File: src/rtl/uart_rx_block.sv
// UART receiver (start, DATA_BITS data LSB first, optional parity, stop) sampled on an oversample tick.
// Optional parity bit and parity_err output are enabled by defining UART_RX_PARITY_EN.
`timescale 1ns/1ps

module uart_rx_block #(
  parameter int unsigned OVERSAMPLE = 16,
  parameter int unsigned DATA_BITS  = 8
`ifdef UART_RX_PARITY_EN
  ,
  parameter bit          PARITY_ODD = 1'b0
`endif
) (
  input  logic                 clk,
  input  logic                 rst_n,
  input  logic                 clk_en,
  input  logic                 rx_in,
  output logic [DATA_BITS-1:0] rx_data,
  output logic                 rx_valid,
  output logic                 frame_err,
  output logic                 busy
`ifdef UART_RX_PARITY_EN
  ,
  output logic                 parity_err
`endif
);

  localparam int unsigned TW = $clog2(OVERSAMPLE);
  localparam int unsigned BW = $clog2(DATA_BITS + 1);
  localparam logic [TW-1:0] HALF_TICK = TW'(OVERSAMPLE / 2 - 1);
  localparam logic [TW-1:0] LAST_TICK = TW'(OVERSAMPLE - 1);
  localparam logic [BW-1:0] LAST_BIT  = BW'(DATA_BITS - 1);

`ifdef UART_RX_PARITY_EN
  typedef enum logic [2:0] {ST_IDLE, ST_START, ST_DATA, ST_PARITY, ST_STOP, ST_BREAK} state_t;
`else
  typedef enum logic [2:0] {ST_IDLE, ST_START, ST_DATA, ST_STOP, ST_BREAK} state_t;
`endif

  state_t               state;
  logic                 rx_meta;
  logic                 rx_s;
  logic [TW-1:0]        tick_cnt;
  logic [BW-1:0]        bit_cnt;
  logic [DATA_BITS-1:0] shreg;

`ifdef UART_RX_PARITY_EN
  logic par_bit;
  logic par_bad;
  assign par_bad = ((^shreg) ^ par_bit) != PARITY_ODD;
`endif

  assign busy = (state != ST_IDLE);

  // Line idles high, so the synchronizer resets to 1 to avoid a false start after reset.
  always_ff @(posedge clk or negedge rst_n) begin
    if (!rst_n) begin
      rx_meta <= 1'b1;
      rx_s    <= 1'b1;
    end else begin
      rx_meta <= rx_in;
      rx_s    <= rx_meta;
    end
  end

  always_ff @(posedge clk or negedge rst_n) begin
    if (!rst_n) begin
      state      <= ST_IDLE;
      tick_cnt   <= '0;
      bit_cnt    <= '0;
      shreg      <= '0;
      rx_data    <= '0;
      rx_valid   <= 1'b0;
      frame_err  <= 1'b0;
`ifdef UART_RX_PARITY_EN
      par_bit    <= 1'b0;
      parity_err <= 1'b0;
`endif
    end else begin
      rx_valid   <= 1'b0;
      frame_err  <= 1'b0;
`ifdef UART_RX_PARITY_EN
      parity_err <= 1'b0;
`endif
      if (clk_en) begin
        case (state)
          ST_IDLE: begin
            if (!rx_s) begin
              state    <= ST_START;
              tick_cnt <= '0;
            end
          end
          ST_START: begin
            if (tick_cnt == HALF_TICK) begin
              if (!rx_s) begin
                state    <= ST_DATA;
                tick_cnt <= '0;
                bit_cnt  <= '0;
              end else begin
                state <= ST_IDLE;
              end
            end else begin
              tick_cnt <= tick_cnt + 1'b1;
            end
          end
          ST_DATA: begin
            if (tick_cnt == LAST_TICK) begin
              shreg    <= {rx_s, shreg[DATA_BITS-1:1]};
              tick_cnt <= '0;
              bit_cnt  <= bit_cnt + 1'b1;
              if (bit_cnt == LAST_BIT) begin
`ifdef UART_RX_PARITY_EN
                state <= ST_PARITY;
`else
                state <= ST_STOP;
`endif
              end
            end else begin
              tick_cnt <= tick_cnt + 1'b1;
            end
          end
`ifdef UART_RX_PARITY_EN
          ST_PARITY: begin
            if (tick_cnt == LAST_TICK) begin
              par_bit  <= rx_s;
              tick_cnt <= '0;
              state    <= ST_STOP;
            end else begin
              tick_cnt <= tick_cnt + 1'b1;
            end
          end
`endif
          // Returning to IDLE at mid stop bit leaves half a bit to catch a back-to-back start edge.
          ST_STOP: begin
            if (tick_cnt == LAST_TICK) begin
              tick_cnt <= '0;
              if (rx_s) begin
                state <= ST_IDLE;
`ifdef UART_RX_PARITY_EN
                if (par_bad) begin
                  parity_err <= 1'b1;
                end else begin
                  rx_data  <= shreg;
                  rx_valid <= 1'b1;
                end
`else
                rx_data  <= shreg;
                rx_valid <= 1'b1;
`endif
              end else begin
                frame_err <= 1'b1;
                state     <= ST_BREAK;
              end
            end else begin
              tick_cnt <= tick_cnt + 1'b1;
            end
          end
          ST_BREAK: begin
            if (rx_s) state <= ST_IDLE;
          end
          default: state <= ST_IDLE;
        endcase
      end
    end
  end

endmodule

File: config.mk
export PLATFORM = sky130hd
export DESIGN_NAME = uart_rx_block
export DESIGN_NICKNAME = d
export VERILOG_FILES = /design/src/rtl/uart_rx_block.sv
export SDC_FILE = /design/constraint.sdc
export NUM_CORES = 1
export LEC_CHECK = 0
export ABC_CLOCK_PERIOD_IN_PS = 2100
export BUFFER_PORTS_ARGS = -buffer_cell sky130_fd_sc_hd__buf_2
export CAP_MARGIN = 30
export CORE_UTILIZATION = 55
export CTS_CLUSTER_DIAMETER = 30
export DETAILED_ROUTE_END_ITERATION = 10
export GPL_TIMING_DRIVEN = 0
export PLACE_DENSITY = 0.75
export SYNTH_ARGS = -nofsm -noshare
export SYNTH_HDL_FRONTEND = slang
export SYNTH_SLANG_ARGS = --single-unit
File: constraint.sdc
create_clock -name clk -period 2.1 [get_ports clk]
set_clock_uncertainty 0.15 [all_clocks]
set_input_delay 0.42 -clock clk [delete_from_list [all_inputs] [get_ports clk]]
set_output_delay 0.42 -clock clk [all_outputs]
set_load 0.05 [all_outputs]
==> flow_summary_export.csv, run 1 <==
group,metric,value,unit
run_status,outcome,"finished clean",
final_layout,fin_nets,147,
synth,syn_avg_cell_area,12.7,um^2
detailed_routing,route.vias.total,986,
sta,rsz0062_at_grt,"false",
sta,period_needed,2000,ps
synth,ys.warnings.count,0,
sta,fmax,0.499,GHz
detailed_routing,highest_layer,"met4",
sta,setup_viol,0,
detailed_routing,drt_iter0_markers,14,
detailed_routing,vias_per_cell,5.73,
clock_tree,htreeDepth,2,
sta,slew_viol_final,0,
clock_tree,path_clk_slew,100,ps
run,maxCapViolCount,0,
sta,fin_crit_sh,0.953,
power,ir_worst_vdd,0.799,mV
worst_setup_path,critPathLaunchType,"flip-flop",
power,p_comb_frac,0.391,
sta,worst_slew_pin_slew,665,ps
floorplanning,dieHeight,54.3,um
floorplanning,die_area,2950,um^2
synth,syn_nets,125,
final_layout,design_area,1700,um^2
synth,ys_ff_latch,31,
clock_tree,worstSkewPairLatency,320,ps
place,gp_congestion,0.768,
global_routing,grt_pass1_vias,903,
power,p_int,0.00130,W
detailed_routing,ant_nets,0,
global_routing,grt_pass1_wl,4020,um
detailed_routing,routedWlPerCell,14.2,um
final_layout,seq_area,778,um^2
detailed_routing,met1_length,1150,um
global_routing,grt_max_degree,32,
floorplanning,die_w,54.3,um
place,pre_cts_ws,83.3,ps
synth,dominantRegCellSynth,"dfrtp_1",
place,portBuffers,14,
worst_setup_path,crit_fanout,10,
worst_setup_path,worst-setup-path-type,"reg -> out",
floorplanning,initial_utilization,0.597,
synth,synth_most_common_cell,"dfrtp_1",
clock_tree,clockRootBuffer,"clkbuf_4",
detailed_routing,wl_met3,120,um
worst_setup_path,cp.required,1530,ps
synth,synth-seq-area-share,0.517,
power,power.leakage,0.804,nW
synth,synth-edff-count,0,
sta,hold_viol,0,
synth,ys_types,46,
floorplanning,ioPinCount,15,
clock_tree,clock_path_buffers,2,
detailed_routing,wl_met2,1140,um
detailed_routing,routed_wl,2440,um
place,dpl_cell_area,1610,um^2
synth,synth_top_area_cell,"dfrtp_1",
global_routing,grt.overflow.total,0,
global_routing,grt_usage,0.199,
sta,fin_tns_setup,0,ps
final_layout,multi_input_area,649,um^2
floorplanning,core_area,2520,um^2
power,switchingPower,0.000708,W
synth,async_flop_share,1.00,
worst_setup_path,end_kind,"output pin",
floorplanning,rows,18,
power,switching_share,0.353,
worst_setup_path,cp_data_arrival_time,1430,ps
sta,worst_slack,97.7,ps
synth,syn_inst,119,
final_layout,syn2layout_area_growth,12.8,%
final_layout,drive_gt1_frac,0.408,
power,p_seq_frac,0.413,
worst_hold_path,hold_path_class,"in -> reg",
detailed_routing,firstDrtPassIters,4,
clock_tree,numCtsBuffers,5,
clock_tree,cts_sinks,31,
final_layout,n_fill_cell,201,
clock_tree,cts_setup_buffers,0,
sta,maxSlewHeadroom,0.557,
detailed_routing,post-route-drc-count,0,
power,powerDensity,1180,nW/um^2
synth,netlist_top_cells_area,"dfrtp_1 (48%), mux2_2 (12%), dfstp_2 (3.5%), buf_6 (2.2%), mux2_4 (2.0%)",
global_routing,antenna_found_initial,0,
place,hpwl,1680,um
synth,synthTopCellsByCount,"dfrtp_1 (29), mux2_2 (16), inv_1 (6), nor2_1 (6)",
synth,synth_top_area_share,0.482,
final_layout,antenna_cells,0,
clock_tree,cts_tree,"yes",
synth,netlist_area,1510,um^2
power,power_frac_clock,0.196,
metrics by stage:
step                      cells  utilization  power [W]  hold WS (ps)
after detailed placement    163        0.640    0.00163           197
after global placement      163        0.640    0.00159           197
after floorplan             119            -    0.00148         -25.6
after CTS                   172        0.673    0.00203          24.2
after global routing        172        0.674    0.00215          17.6
final                       172        0.674    0.00201          42.1
path summary, 6_finish.rpt:
path | slack [ps] | from | cells past startpoint | end
max reg2reg | 160 | tick_cnt[0]$_DFFE_PN0P_ | 5 | rx_data[4]$_DFFE_PN0P_
max | 100 | state[0]$_DFFE_PN0P_ | 3 | busy
max in group asynchronous | 860 | rst_n | 2 | bit_cnt[2]$_DFFE_PN0P_
min | 40 | rx_in | 1 | rx_meta$_DFF_PN1_
min in group asynchronous | 500 | rst_n | 2 | tick_cnt[3]$_DFFE_PN0P_
min reg2reg | 210 | rx_meta$_DFF_PN1_ | 0 | rx_s$_DFF_PN1_
repair_timing:
action / CTS / global route
gates resized for setup: 0 / 1
setup endpoints to repair: 0 / 8
hold buffers: 1 / 0
endpoints found under the hold margin: 29 / 0
power groups by stage:
stage          registers [W]  clock network (W)  logic, W
3_5_place_dp        0.000843                  0  0.000787
3_3_place_gp        0.000834                  0  0.000759
6_report            0.000830           0.000392  0.000784
4_1_cts             0.000832           0.000405  0.000790
2_1_floorplan       0.000832                  0  0.000649
5_1_grt             0.000852           0.000434  0.000869
sequential cells by signal (all words and copies together), names as in the netlist:
| register | cells |
|---|---|
| tick_cnt | 4 |
| rx_meta | 1 |
| rx_valid | 1 |
| rx_s | 1 |
| bit_cnt | 4 |
| frame_err | 1 |
| rx_data | 8 |
| shreg | 8 |
| state | 3 |
layout make-up:
cell class,instances,share of cell area
buffer,8,0.0346
tap,30,0.0221
multi-input combinational,74,0.382
inverter,6,0.0133
clock inverter,1,0.00442
timing repair buffer,15,0.0471
sequential,31,0.458
clock buffer,7,0.0383
critical path, stage by stage (launching register included):
cell and delay (ps):
dfrtp_1 420, buf_6 150, or3_1 330, buf_2 210
cell families after synthesis:
kind of cell / synth area share
AO/OA/AOI/OAI: 0.141
buffers and inverters: 0.0540
flip-flops: 0.517
AND/OR/NAND/NOR: 0.108
adder cells (fa/ha/maj): 0.0166
multiplexers: 0.146
XOR/XNOR: 0.0174
metal layers:
layer / GRT usage / up-vias
li1: - / 481
met1: 0.252 / 477
met2: 0.311 / 24
met3: 0.0667 / 4
met4: 0.0769 / 0
met5: 0 / -
cells in the final DEF, fill, tap and decap left out, drive strengths merged, types with 2 or more instances in the layout:
cell type	n
a22o	2
xnor2	2
a21oi	2
dfrtp	29
nand2	3
ha	2
buf	20
o41ai	2
o21ai	4
mux2	18
inv	6
clkbuf	9
a31oi	2
nand4	2
nor3	4
dfstp	2
or3	2
nor2	8
a311oi	2
Power figures use the tool's default switching activity.
==> run 2, diff against run 1 <==
--- a/config.mk
+++ b/config.mk
@@ -8,7 +8,9 @@
 export ABC_CLOCK_PERIOD_IN_PS = 2100
 export BUFFER_PORTS_ARGS = -buffer_cell sky130_fd_sc_hd__buf_2
 export CAP_MARGIN = 30
+export CORE_MARGIN = 5
 export CORE_UTILIZATION = 55
+export CTS_BUF_LIST = sky130_fd_sc_hd__clkbuf_4
 export CTS_CLUSTER_DIAMETER = 30
 export DETAILED_ROUTE_END_ITERATION = 10
 export GPL_TIMING_DRIVEN = 0
==> flow_summary_export.csv, run 2 (synthesized netlist as in run 1, its figures left out) <==
group,metric,value,unit
global_routing,antenna_found_initial,0,
clock_tree,htreeDepth,2,
detailed_routing,routedWlPerCell,14.2,um
floorplanning,die_area,3890,um^2
detailed_routing,ant_nets,0,
sta,worst_slew_pin_slew,653,ps
sta,fmax,0.497,GHz
floorplanning,die_w,62.3,um
place,hpwl,1700,um
sta,fin_tns_setup,0,ps
clock_tree,path_clk_slew,90,ps
final_layout,drive_gt1_frac,0.401,
power,p_seq_frac,0.403,
clock_tree,clock_path_buffers,2,
final_layout,final_cell_mix,"dfrtp_1 (29), buf_2 (16), mux2_2 (16)",
power,power_frac_clock,0.214,
detailed_routing,drt_iter0_markers,54,
floorplanning,ioPinCount,15,
detailed_routing,firstDrtPassIters,4,
sta,hold_viol,0,
power,ir_worst_vdd,0.833,mV
power,p_int,0.00135,W
clock_tree,cts_tree,"yes",
worst_setup_path,cp_data_arrival_time,1440,ps
final_layout,antenna_cells,0,
worst_setup_path,crit_fanout,10,
floorplanning,core_area,2690,um^2
final_layout,design_area,1700,um^2
power,p_comb_frac,0.383,
sta,whs,37.2,ps
worst_setup_path,end_kind,"output pin",
final_layout,fin_nets,147,
detailed_routing,route.vias.total,992,
power,switching_share,0.346,
global_routing,grt_pass1_wl,4690,um
worst_hold_path,hold_path_class,"in -> reg",
final_layout,reg_top3,"rx_data: 8 flops, shreg: 8 flops",
final_layout,layout_commonest_cell,"dfrtp_1",
detailed_routing,vias_per_cell,5.73,
sta,fin_crit_sh,0.958,
global_routing,grt.overflow.total,0,
final_layout,syn2layout_area_growth,13.1,%
power,power.leakage,0.807,nW
floorplanning,rows,19,
clock_tree,clockRootBuffer,"clkbuf_4",
place,dpl_cell_area,1620,um^2
place,gp_congestion,0.786,
sta,maxSlewHeadroom,0.564,
worst_setup_path,cp.required,1530,ps
run,maxCapViolCount,0,
run_status,outcome,"finished clean",
power,powerDensity,1210,nW/um^2
global_routing,grt_max_degree,32,
power,switchingPower,0.000714,W
sta,setup_viol,0,
detailed_routing,routed_wl,2460,um
place,portBuffers,14,
sta,period_needed,2010,ps
clock_tree,numCtsBuffers,5,
worst_setup_path,worst-setup-path-type,"reg -> out",
floorplanning,initial_utilization,0.561,
clock_tree,worstSkewPairLatency,320,ps
floorplanning,dieHeight,62.3,um
clock_tree,cts_sinks,31,
sta,slew_viol_final,0,
sta,rsz0062_at_grt,"false",
worst_setup_path,critPathLaunchType,"flip-flop",
detailed_routing,post-route-drc-count,0,
global_routing,grt_pass1_vias,1004,
global_routing,grt_usage,0.151,
==> run 2: cell types whose count changed in the layout (fill, tap and decap cells not counted), sizes merged <==
| cell | before | now |
|---|---|---|
| bufinv | 0 | 1 |
| clkbuf | 9 | 7 |
| clkinv | 0 | 2 |
| clkinvlp | 1 | 0 |
==> run 2: layout make-up <==
type,count,area [um^2]
inverters,6,22.5
flip-flops and latches,31,778
clock buffers,5,37.5
plain buffers,8,58.8
fillers,226,982
multi-input cells,74,649
clock inverters,3,38.8
well taps,31,38.8
repair buffers,15,80.1
==> run 2: per-layer routing <==
metal,vias to the layer above,part of all wire,track usage
met5,-,0,0
met4,0,0.012,0.0637
met3,5,0.047,0.0541
met2,22,0.51,0.234
met1,485,0.44,0.190
li1,480,-,-
==> run 2: power by group through the flow <==
| stage | clock, W | combinational, W | sequential [W] |
|---|---|---|---|
| 6_report | 0.000443 | 0.000790 | 0.000832 |
| 5_1_grt | 0.000497 | 0.000879 | 0.000852 |
| 3_5_place_dp | 0 | 0.000787 | 0.000843 |
| 2_1_floorplan | 0 | 0.000649 | 0.000832 |
| 3_3_place_gp | 0 | 0.000761 | 0.000837 |
| 4_1_cts | 0.000460 | 0.000793 | 0.000832 |
==> run 2: path summary, 6_finish.rpt <==
kind                                          from                 endpoint  slack (ps)  cells after the start
max                           state[0]$_DFFE_PN0P_                     busy          90                      3
min                                          rx_in        rx_meta$_DFF_PN1_          40                      1
max reg2reg                tick_cnt[0]$_DFFE_PN0P_   rx_data[7]$_DFFE_PN0P_         170                      5
min reg2reg                      rx_meta$_DFF_PN1_           rx_s$_DFF_PN1_         210                      0
max in group asynchronous                    rst_n   rx_data[0]$_DFFE_PN0P_         880                      2
min in group asynchronous                    rst_n  tick_cnt[3]$_DFFE_PN0P_         500                      2
==> run 2: stage by stage <==
stage	instances	total power (W)	util	setup WS, ps
4_1_cts	173	0.00209	0.633	62.7
3_5_place_dp	164	0.00163	0.601	116
2_1_floorplan	119	0.00148	-	288
6_report	173	0.00206	0.634	89.1
3_3_place_gp	164	0.00160	0.601	148
5_1_grt	173	0.00223	0.634	7.67
==> run 2: worst max-delay path, stage by stage (launching register included) <==
cell and delay [ps]:
dfrtp_1 420, buf_6 160, or3_1 330, buf_2 210
==> run 2: what timing repair did <==
action | in CTS | in global routing
hold buffers | 1 | 0
endpoints found under the hold margin | 29 | 0
resized for setup | 0 | 1
endpoints found under the setup margin | 0 | 8
buffers inserted | 0 | 0
==> run 3, diff against run 2 <==
==> constraint.sdc (replaced) <==
create_clock -name clk -period 2.1 [get_ports clk]
set_clock_uncertainty 0.15 [all_clocks]
set_input_delay 0.315 -clock clk [delete_from_list [all_inputs] [get_ports clk]]
set_output_delay 0.315 -clock clk [all_outputs]
set_load 0.05 [all_outputs]
==> flow_summary_export.csv, run 3 (synthesized netlist as in run 1, its figures left out) <==
group,metric,value,unit
run_status,outcome,"finished clean",
floorplanning,initial_utilization,0.561,
final_layout,reg_top3,"rx_data: 8 flops, shreg: 8 flops",
power,ir_worst_vdd,0.832,mV
detailed_routing,post-route-drc-count,0,
clock_tree,numCtsBuffers,5,
detailed_routing,routed_wl,2450,um
detailed_routing,route.vias.total,989,
sta,fin_tns_setup,0,ps
sta,maxSlewHeadroom,0.563,
final_layout,drive_gt1_frac,0.399,
detailed_routing,drt_iter0_markers,58,
final_layout,fin_util,0.638,
power,powerDensity,1210,nW/um^2
worst_hold_path,hold_path_class,"in -> reg",
clock_tree,cts_setup_buffers,0,
sta,slew_viol_final,0,
floorplanning,die_w,62.3,um
floorplanning,die_area,3890,um^2
worst_setup_path,worst-setup-path-type,"reg -> reg",
global_routing,grt_pass1_vias,1015,
global_routing,grt_pass1_wl,4730,um
place,gp_congestion,0.786,
global_routing,grt.overflow.total,0,
power,power.leakage,0.811,nW
sta,fmax,0.517,GHz
clock_tree,cts_sinks,31,
final_layout,antenna_cells,0,
sta,worst_slack,165,ps
global_routing,grt_max_degree,32,
worst_setup_path,cp_data_arrival_time,2000,ps
worst_setup_path,critPathMaxStageDelay,400,ps
clock_tree,htreeDepth,2,
sta,period_needed,1940,ps
final_layout,syn2layout_area_growth,13.8,%
detailed_routing,vias_per_cell,5.68,
sta,setup_viol,0,
global_routing,antenna_found_initial,0,
clock_tree,clock_path_buffers,2,
worst_setup_path,r2r_slack,160,ps
worst_setup_path,cp.required,2170,ps
worst_setup_path,end_kind,"flip-flop",
worst_setup_path,crit_fanout,9,
detailed_routing,firstDrtPassIters,4,
worst_setup_path,crit_chain,"ha_2 -> nand4_1 -> nor2_1 -> nand2_1 -> mux2_2",
clock_tree,worstSkewPairLatency,330,ps
sta,rsz0062_at_grt,"false",
worst_setup_path,cp_slowest_cell,"dfrtp_1",
final_layout,fin_nets,148,
place,pre_cts_ws,116,ps
clock_tree,clockRootBuffer,"clkbuf_4",
worst_setup_path,cp_top_family,"simple AND/OR/NAND/NOR gates",
floorplanning,ioPinCount,15,
final_layout,layout_commonest_cell,"dfrtp_1",
floorplanning,rows,19,
global_routing,grt_usage,0.152,
place,portBuffers,14,
sta,fin_crit_sh,0.922,
worst_setup_path,rr_endpoint,"rx_data[7]$_DFFE_PN0P_",
worst_hold_path,min_from,"clk_en",
clock_tree,path_clk_slew,90,ps
worst_setup_path,r2r_start,"tick_cnt[0]$_DFFE_PN0P_",
detailed_routing,ant_nets,0,
worst_setup_path,critical_path_buf_inv_count,0,
floorplanning,dieHeight,62.3,um
worst_hold_path,min_path_cells,2,
worst_setup_path,critPathLaunchType,"flip-flop",
floorplanning,core_area,2690,um^2
clock_tree,cts_tree,"yes",
sta,hold_viol,0,
place,hpwl,1700,um
sta,worst_slew_pin_slew,655,ps
worst_setup_path,r2r_cells,5,
worst_hold_path,holdPathEnd,"tick_cnt[1]$_DFFE_PN0P_",
final_layout,final_cell_mix,"dfrtp_1 (29), buf_2 (16), mux2_2 (16)",
run,maxCapViolCount,0,
detailed_routing,routedWlPerCell,14.1,um
==> run 3: cell types whose count changed in the layout (fill, tap and decap cells not counted) <==
cell           previous run  this run
dlygate4sd3_1             1         2
==> run 3: what timing repair did <==
item,CTS,global route
hold endpoints to repair,30,0
hold buffers,2,0
gates resized for setup,0,1
setup endpoints to repair,0,8
==> run 3: cell type report <==
type,instances,area (um^2)
plain buffers,8,58.8
fillers,225,972
well taps,31,38.8
clock inverters,3,38.8
repair buffers,16,90.1
multi-input cells,74,649
clock buffers,5,37.5
inverters,6,22.5
flip-flops and latches,31,778
==> run 3: worst max path at each step <==
stage | endpoint | slack, ps | depth (start not counted) | from
finish | rx_data[7]$_DFFE_PN0P_ | 160 | 5 | tick_cnt[0]$_DFFE_PN0P_
global route | rx_data[6]$_DFFE_PN0P_ | 30 | 5 | tick_cnt[0]$_DFFE_PN0P_
CTS | rx_data[6]$_DFFE_PN0P_ | 100 | 5 | tick_cnt[0]$_DFFE_PN0P_
detailed placement | rx_data[7]$_DFFE_PN0P_ | 120 | 5 | tick_cnt[0]$_DFFE_PN0P_
global placement | rx_data[6]$_DFFE_PN0P_ | 150 | 5 | tick_cnt[0]$_DFFE_PN0P_
floorplan | state[0]$_DFFE_PN0P_ | 290 | 6 | state[2]$_DFFE_PN0P_
==> run 3: stage by stage <==
stage / hold WS (ps) / instance area [um^2] / std cells / total power (W)
after floorplan: -131 / 1510 / 119 / 0.00148
after detailed placement: 198 / 1620 / 164 / 0.00163
after global routing: 182 / 1710 / 174 / 0.00223
final: 182 / 1710 / 174 / 0.00207
after CTS: 173 / 1710 / 174 / 0.00209
after global placement: 197 / 1620 / 164 / 0.00160
==> run 3: where the power goes <==
part | switching, W | leakage [nW] | internal (W)
clock | 0.000202 | 0.0426 | 0.000245
sequential | 0.000101 | 0.396 | 0.000731
combinational | 0.000414 | 0.372 | 0.000376
total | 0.000717 | 0.811 | 0.00135
==> run 3: per-layer routing <==
metal | global-route usage | part of all wire | wire length [um]
met3 | 0.0541 | 0.044 | 108
met2 | 0.237 | 0.50 | 1220
met4 | 0.0637 | 0.017 | 42
met5 | 0 | 0 | 0
met1 | 0.191 | 0.44 | 1070
==> run 3: worst reg2reg max path, stage by stage (launching register included) <==
cell	delay (ps)
dfrtp_1	400
ha_2	280
nand4_1	240
nor2_1	160
nand2_1	230
mux2_2	360
